**src/rtl/flit_port_buffer.sv**
```systemverilog
// Credit-flow-controlled ingress FIFO for one router link port.
// Optional packet framing check enabled by defining FLIT_PKT_CHECK_EN.
module flit_port_buffer #(
  parameter int DEPTH = 4
) (
  input  logic                     CLK,
  input  logic                     RST,
  input  logic [100:0]             LFLITI,
  output logic [1:0]               LCREDO,
  output logic [100:0]             RFLITO,
  input  logic                     RREADY,
  output logic [$clog2(DEPTH):0]   OCC,
  output logic                     OVF,
  output logic [7:0]               ERRCNT
);

  localparam int AW = $clog2(DEPTH);
  localparam logic [AW:0]   OCC_FULL = (AW+1)'(DEPTH);
  localparam logic [AW:0]   OCC_ONE  = (AW+1)'(1);
  localparam logic [AW:0]   OCC_ZERO = (AW+1)'(0);
  localparam logic [AW-1:0] PTR_ONE  = AW'(1);

  logic [100:0]  mem_q [DEPTH];
  logic [AW-1:0] head_q, head_d, tail_q, tail_d;
  logic [AW:0]   occ_q, occ_d;
  logic          ovf_q, ovf_d;
  logic [1:0]    lcredo_q, lcredo_d;
  logic          in_vld_s, deq_s, full_s, frame_ok_s, frame_err_s, enq_s, ovf_drop_s;

  assign in_vld_s = LFLITI[100];
  assign full_s   = (occ_q == OCC_FULL);
  // Dequeue is combinational on RREADY so a full buffer can accept in the same cycle.
  assign deq_s    = (occ_q != OCC_ZERO) && RREADY;

`ifdef FLIT_PKT_CHECK_EN
  localparam logic [0:0] ST_IDLE = 1'b0;
  localparam logic [0:0] ST_PKT  = 1'b1;
  localparam logic [1:0] T_BODY  = 2'b00;
  localparam logic [1:0] T_HEAD  = 2'b01;
  localparam logic [1:0] T_TAIL  = 2'b10;
  localparam logic [1:0] T_HT    = 2'b11;

  logic [0:0] state_q, state_d;
  logic [7:0] errcnt_q, errcnt_d;
  logic [1:0] typ_s;

  assign typ_s = LFLITI[99:98];

  always_comb begin
    frame_ok_s = 1'b0;
    state_d    = state_q;
    case (state_q)
      ST_IDLE: begin
        frame_ok_s = (typ_s == T_HEAD) || (typ_s == T_HT);
        if (enq_s && (typ_s == T_HEAD)) begin
          state_d = ST_PKT;
        end else begin
          state_d = state_q;
        end
      end
      ST_PKT: begin
        frame_ok_s = (typ_s == T_BODY) || (typ_s == T_TAIL);
        if (enq_s && (typ_s == T_TAIL)) begin
          state_d = ST_IDLE;
        end else begin
          state_d = state_q;
        end
      end
      default: begin
        frame_ok_s = 1'b0;
        state_d    = ST_IDLE;
      end
    endcase
  end

  always_comb begin
    if (frame_err_s && (errcnt_q != 8'd255)) begin
      errcnt_d = errcnt_q + 8'd1;
    end else begin
      errcnt_d = errcnt_q;
    end
  end

  always_ff @(posedge CLK) begin
    if (RST) begin
      state_q  <= ST_IDLE;
      errcnt_q <= 8'd0;
    end else begin
      state_q  <= state_d;
      errcnt_q <= errcnt_d;
    end
  end

  assign ERRCNT = errcnt_q;
`else
  assign frame_ok_s = 1'b1;
  assign ERRCNT     = 8'd0;
`endif

  // Framing rejects take priority; only well-framed flits can overflow.
  assign frame_err_s = in_vld_s && !frame_ok_s;
  assign enq_s       = in_vld_s && frame_ok_s && (!full_s || deq_s);
  assign ovf_drop_s  = in_vld_s && frame_ok_s && full_s && !deq_s;

  always_comb begin
    head_d   = deq_s ? head_q + PTR_ONE : head_q;
    tail_d   = enq_s ? tail_q + PTR_ONE : tail_q;
    ovf_d    = ovf_q | ovf_drop_s;
    lcredo_d = {1'b0, deq_s} + {1'b0, frame_err_s};
    case ({enq_s, deq_s})
      2'b10:   occ_d = occ_q + OCC_ONE;
      2'b01:   occ_d = occ_q - OCC_ONE;
      default: occ_d = occ_q;
    endcase
  end

  always_ff @(posedge CLK) begin
    if (RST) begin
      head_q   <= '0;
      tail_q   <= '0;
      occ_q    <= OCC_ZERO;
      ovf_q    <= 1'b0;
      lcredo_q <= 2'd0;
    end else begin
      head_q   <= head_d;
      tail_q   <= tail_d;
      occ_q    <= occ_d;
      ovf_q    <= ovf_d;
      lcredo_q <= lcredo_d;
    end
  end

  // Storage needs no reset: the output is masked to zero whenever occupancy is zero.
  always_ff @(posedge CLK) begin
    if (enq_s) begin
      mem_q[tail_q] <= LFLITI;
    end
  end

  always_comb begin
    if (occ_q != OCC_ZERO) begin
      RFLITO = mem_q[head_q];
    end else begin
      RFLITO = 101'd0;
    end
  end

  assign LCREDO = lcredo_q;
  assign OCC    = occ_q;
  assign OVF    = ovf_q;

endmodule

```
**config.mk**
```make
export PLATFORM = sky130hd
export DESIGN_NAME = flit_port_buffer
export DESIGN_NICKNAME = d
export VERILOG_FILES = /design/src/rtl/flit_port_buffer.sv
export SDC_FILE = /design/constraint.sdc
export NUM_CORES = 1
export LEC_CHECK = 0
export CELL_PAD_IN_SITES_DETAIL_PLACEMENT = 0
export CELL_PAD_IN_SITES_GLOBAL_PLACEMENT = 2
export CORE_UTILIZATION = 30
export CTS_CLUSTER_DIAMETER = 30
export DETAILED_ROUTE_END_ITERATION = 16
export PLACE_DENSITY = 0.58
export SYNTH_ARGS = -nofsm -noshare
export SYNTH_HDL_FRONTEND = slang
export SYNTH_SLANG_ARGS = --single-unit
export TNS_END_PERCENT = 5
```
**constraint.sdc**
```tcl
create_clock -name CLK -period 11.75 [get_ports CLK]
set_input_delay 2.35 -clock CLK [delete_from_list [all_inputs] [get_ports CLK]]
set_output_delay 2.35 -clock CLK [all_outputs]
set_load 0.005 [all_outputs]
```
# Word-level counts from Yosys, hierarchy flattened
# Memories as Yosys holds them, arrays and structs flattened. A register that Yosys moved wholly into a read port is not among the register bits.
# Index checks and enable logic that the tools add are counted.
# W data, S select, Z words.
[op_classes]
mux = 6
add_sub_neg = 4
bitwise_logic = 1
eq_ne = 3
reduce_logical = 9
[op_table]
columns = ["cell", "count"]
rows = [
  ["$mux W101", 1],
  ["$pmux W3 S2", 1],
  ["$add A2 B1 Y2 const B", 2],
  ["$logic_and A1 B1 Y1", 4],
  ["$mux W2", 2],
  ["$add A3 B1 Y3 const B", 1],
  ["$eq A3 B3 Y1 const B", 1],
  ["$reduce_bool A3 Y1", 1],
  ["$sub A3 B1 Y3 const B", 1],
  ["$eq A2 B1 Y1 const B", 1],
  ["$eq A2 B2 Y1 const B", 1],
  ["$logic_not A1 Y1", 2],
  ["$mux W1", 2],
  ["$reduce_bool A2 Y1", 1],
  ["$logic_or A1 B1 Y1", 1],
  ["$or A1 B1 Y1", 1],
]
[totals]
wordCells = 30
register_bits = 10
out_inout_bits = 115
mem_count = 1
ramBits = 404
[memory_table]
columns = ["memory", "words", "word_bits", "read_ports", "rd_ports_with_merged_regs", "write_ports", "line", "source"]
rows = [
  ["mem_q", 4, 101, 1, 1, 1, "23", "logic [100:0] mem_q [DEPTH];"],
]

# Logic depth before layout (Yosys ltp)
[depth]
ltp_word = 6
ltp_mapped = 9
ltp_nobuf = 9

# Least setup slack after synthesis
# No wires, ideal clock.
[synth_timing]
path_type = "input to register"
startpoint = "in RREADY"
endpoint = "mem mem_q[0][0], enable pin"
n_path_buf = 0
path_stages = 3
t_required_ps = 11279
setup_ps = 471
arrival_time_ps = 5026
slack_ps = 6253
cell_sequence = "nor4b_1 and2b_4 and2_1"
[synth_via]
elab_chain_cells = 5
[synth_lines]
columns = ["element", "line", "source"]
rows = [
  ["start: declaration", "11", "input logic RREADY,"],
  ["$logic_and A1 B1 Y1", "33", "assign deq_s = (occ_q != OCC_ZERO) && RREADY;"],
  ["$logic_or A1 B1 Y1", "102", "assign enq_s = in_vld_s && frame_ok_s && (!full_s || deq_s);"],
  ["$logic_and A1 B1 Y1", "102", ""],
  ["$mux W1", "135", "if (enq_s) begin"],
  ["$mux W1 (implied by the code)", "136", "mem_q[tail_q] <= LFLITI;"],
  ["end: declaration", "23", ""],
]
# Every way passes these cells.

==> summary.md <==
| Metric | Value |
|---|---|
| Dominant cell type by area after synthesis | `edfxtp_1` |
| Final hold vios | `0` |
| Yosys warns | `0` |
| Port bufs | `~210` |
| Vias per cell | `4.42` |
| Setup CP Type | `reg -> out` |
| Largest net degree at the start of global routing | `60` |
| Clock skew | `0.0123 ns` |
| Final Cell Area | `between 20000 and 25000 µm²` |
| GR Util All Layers | `13.3%` |
| Final period util | `between 40% and 50%` |
| Die width | `between 200 and 250 µm` |
| Synth Area per Inst | `22.4 µm²` |
| Worst-margin pin slew | `1.00 ns` |
| Drt pass-1 iters | `4` |
| Fin. max-slew vios | `0` |
| Placement Setup Slack | `6.36 ns` |
| Gpl congestion | `0.650` |
| Maximum fanout along the worst path | `about 50` |
| Clock Power Share | `46.9%` |
| Post-synth EDFFs | `just over 400` |
| Remaining DRCs | `0` |
| P_int | `4190 µW` |
| Post-CTS Setup Repair Bufs | `0` |
| Synth top area share | `76.5%` |
| CP endpoint kind | `output port` |
| Max-cap viol count | `0` |
| Count of nets after finishing | `1098` |
| Setup violators final | `0` |
| CTS tree | `built` |
| Worst path arrival time | `3.48 ns` |
| DIE AREA | `53800 µm²` |
| Slowest-stage cell, CP | `dfxtp_4` |
| Leakage dissipation | `0.00708 µW` |
| Clock sinks | `415` |
| RSZ-0062 raised after global routing | `false` |
| Yosys cell types | `26` |
| Initial DRC count | `between 200 and 300` |
| Max incr delay on CP | `slightly below 0.9 ns` |
| Routed WL per cell | `20.1 µm` |
| Psw | `roughly 1400 µW` |
| WP buf/inv | `2` |
| Initial Util | `30.7%` |
| Total Wirelength | `35100 µm` |
| Critical path cell sequence | `buf_4 > mux4_2 > nor2b_1 > clkdlybuf4s50_1` |
| Die Ht | `232 µm` |
| Vias | `just under 8000` |
| Seq pwr share | `32.4%` |
| Post-DP HPWL | `19100 µm` |
| Worst Hold Class | `reg -> reg` |
| I/O Pins | `219` |
| Asr flop ratio synth | `0%` |
| Main synth FF type | `edfxtp_1` |
| Switching Share | `around 25%` |
| Row count | `83` |
| Status | `completed` |
| Startpoint type of the worst setup path | `register` |
| Core box area | `51700 µm²` |
| Tmin final | `5.83 ns` |
| Area Overhead vs Synth | `38.0%` |
| Resize count post-CTS | `0` |
| Gate power share | `20.7%` |
| Share of cells above drive strength 1 | `24.6%` |
| Initial antenna violation count | `3` |
| Max_slew headroom | `33.2%` |
| Synth Cell Area | `between 15000 and 20000 µm²` |
| Mapped Cells | `707` |
| Crit-path leading delay family | `buffers and inverters` |
| Worst-Skew Late Latency | `0.62 ns` |
| Flops & latches, synth | `415` |
| Power per standard cell area | `between 200 and 300 nW/µm²` |
| Placed Area | `18600 µm²` |
| Clock Tree Buf Depth | `3` |
| Register area share after synthesis | `77.9%` |
| Vias in the first global route | `about 8600` |
| Pwr Total | `~5600 µW` |
| CTS H-Tree Depth | `3` |
| CTS Root Cell | `clkbuf_16` |
| Worst VDD drop | `about 0.00014 V` |
| Remaining Overflow, GRT | `0` |
| Leading post-synthesis cells by cell area | `edfxtp_1 (77%), mux4_2 (14%), nor2b_1 (4.0%)` |
| Total CTS buffers | `96` |
| First-pass GRT wire length | `52300 µm` |
| Clock-pin slew on the worst setup and hold paths | `0.04 ns` |
| Final WS setup | `roughly 6 ns` |
| Fin Setup TNS | `0 ns` |
| Worst EP required | `9.40 ns` |
| Cts-stage hold buffer count | `0` |
| Fmax | `171 MHz` |
| Routed Antenna Nets | `0` |
[cell usage after synthesis (2+ instances only)]
cell      number
and2_1         4
o21ai_0        2
edfxtp_1     404
buf_2         10
buf_4         10
buf_6          9
dfxtp_1       11
mux4_2       101
clkbuf_1      14
nand2b_1       2
inv_1          7
nor2_1         9
ha_1           5
a21oi_1        4
nor2b_1      101
xor2_1         3
or3_1          2
[registers in the layout, summed over array words and instances (netlist names), named ones only]
| register | flops |
|---|---|
| OCC | 3 |
| head_q | 2 |
| LCREDO | 1 |
| mem_q | 404 |
| OVF | 1 |
| tail_q | 2 |
[power groups by stage]
stage / clock [µW] / combinational (µW) / sequential [µW]
after detailed placement: 0 / 1200 / 1830
after global routing: 2740 / 1270 / 1810
after floorplan: 0 / 608 / 1800
after global placement: 0 / 1200 / 1830
after CTS: 2670 / 1210 / 1810
final: 2610 / 1150 / 1800
[metrics by stage]
stage                     util (%)  std cells  hold WS, ns
after floorplan                  -        715        0.459
after global routing          42.3       1743        0.505
after global placement        36.0       1570        0.475
final                         42.3       1745        0.487
after CTS                     42.3       1743        0.484
after detailed placement      36.0       1570        0.457
[area by class of cell]
| cell class | count | area [µm²] |
|---|---|---|
| repair buffers | 218 | 2160 |
| clock buffers | 109 | 2450 |
| fillers | 4584 | 29800 |
| clock inverters | 64 | 781 |
| flip-flops and latches | 415 | 12400 |
| inverters | 7 | 26.3 |
| well taps | 680 | 851 |
| multi-input cells | 250 | 3240 |
| diodes | 2 | 5.00 |
[cells by family (layout without fill, tap and decap cells)]
logic type	after synthesis	count (layout)	share of synthesized area (%)
compound gates	7	7	0.237
simple gates	122	122	4.72
flops	415	415	77.9
mux	103	103	14.5
fa+ha+maj	6	6	0.521
buf+inv	50	398	1.93
xor+xnor	3	3	0.166
other cells	1	11	0.0237
[cell usage in the layout, fill, tap and decap left out]
cell type | Yosys | routed
nor2b_1 | 101 | 101
clkbuf_16 | 0 | 96
dfxtp_1 | 11 | 9
inv_16 | 0 | 3
dfxtp_4 | 0 | 2
or3_1 | 2 | 2
o31ai_1 | 1 | 1
clkdlybuf4s50_1 | 0 | 209
inv_6 | 0 | 1
nor2_1 | 9 | 9
diode_2 | 0 | 2
clkinvlp_4 | 0 | 11
clkinv_4 | 0 | 2
nand2b_1 | 2 | 2
clkinv_1 | 0 | 17
ha_1 | 5 | 5
nor3_4 | 0 | 1
bufinv_16 | 0 | 14
mux2i_1 | 1 | 1
and2_4 | 0 | 4
and2b_4 | 1 | 1
conb_1 | 1 | 9
mux2_2 | 1 | 1
fa_1 | 1 | 1
clkinv_2 | 0 | 13
clkbuf_1 | 14 | 13
inv_1 | 7 | 7
nand2_1 | 1 | 1
a21oi_1 | 4 | 4
buf_4 | 10 | 9
mux4_2 | 101 | 101
clkinv_8 | 0 | 2
xor2_1 | 3 | 3
nor4b_1 | 1 | 1
o21ai_0 | 2 | 2
clkinv_16 | 0 | 1
edfxtp_1 | 404 | 404
[routing by layer]
| metal | GRT usage [%] | vias to the layer above | wire length [µm] |
|---|---|---|---|
| met5 | 0 | - | 45 |
| li1 | - | 3451 | - |
| met4 | 6.02 | 6 | 836 |
| met3 | 3.87 | 70 | 2010 |
| met1 | 16.7 | 3971 | 15300 |
| met2 | 21.2 | 217 | 16900 |
[path summary, 6_finish.rpt]
path	from	depth (start not counted)	slack, ns	endpoint
hold / removal	OVF	2	0.49	OVF
hold reg to reg	OVF	2	0.49	OVF
setup reg to reg	OCC[0]	4	8.81	mem_q[0][88]
setup / recovery	register	4	5.92	RFLITO[10]
[worst min-delay path: cells and delay by family, from the launching register on]
family          cells  cell delay, ns
compound gates      1            0.04
flops               1            0.33
simple gates        1            0.08
(Power assumes the default switching activity.)
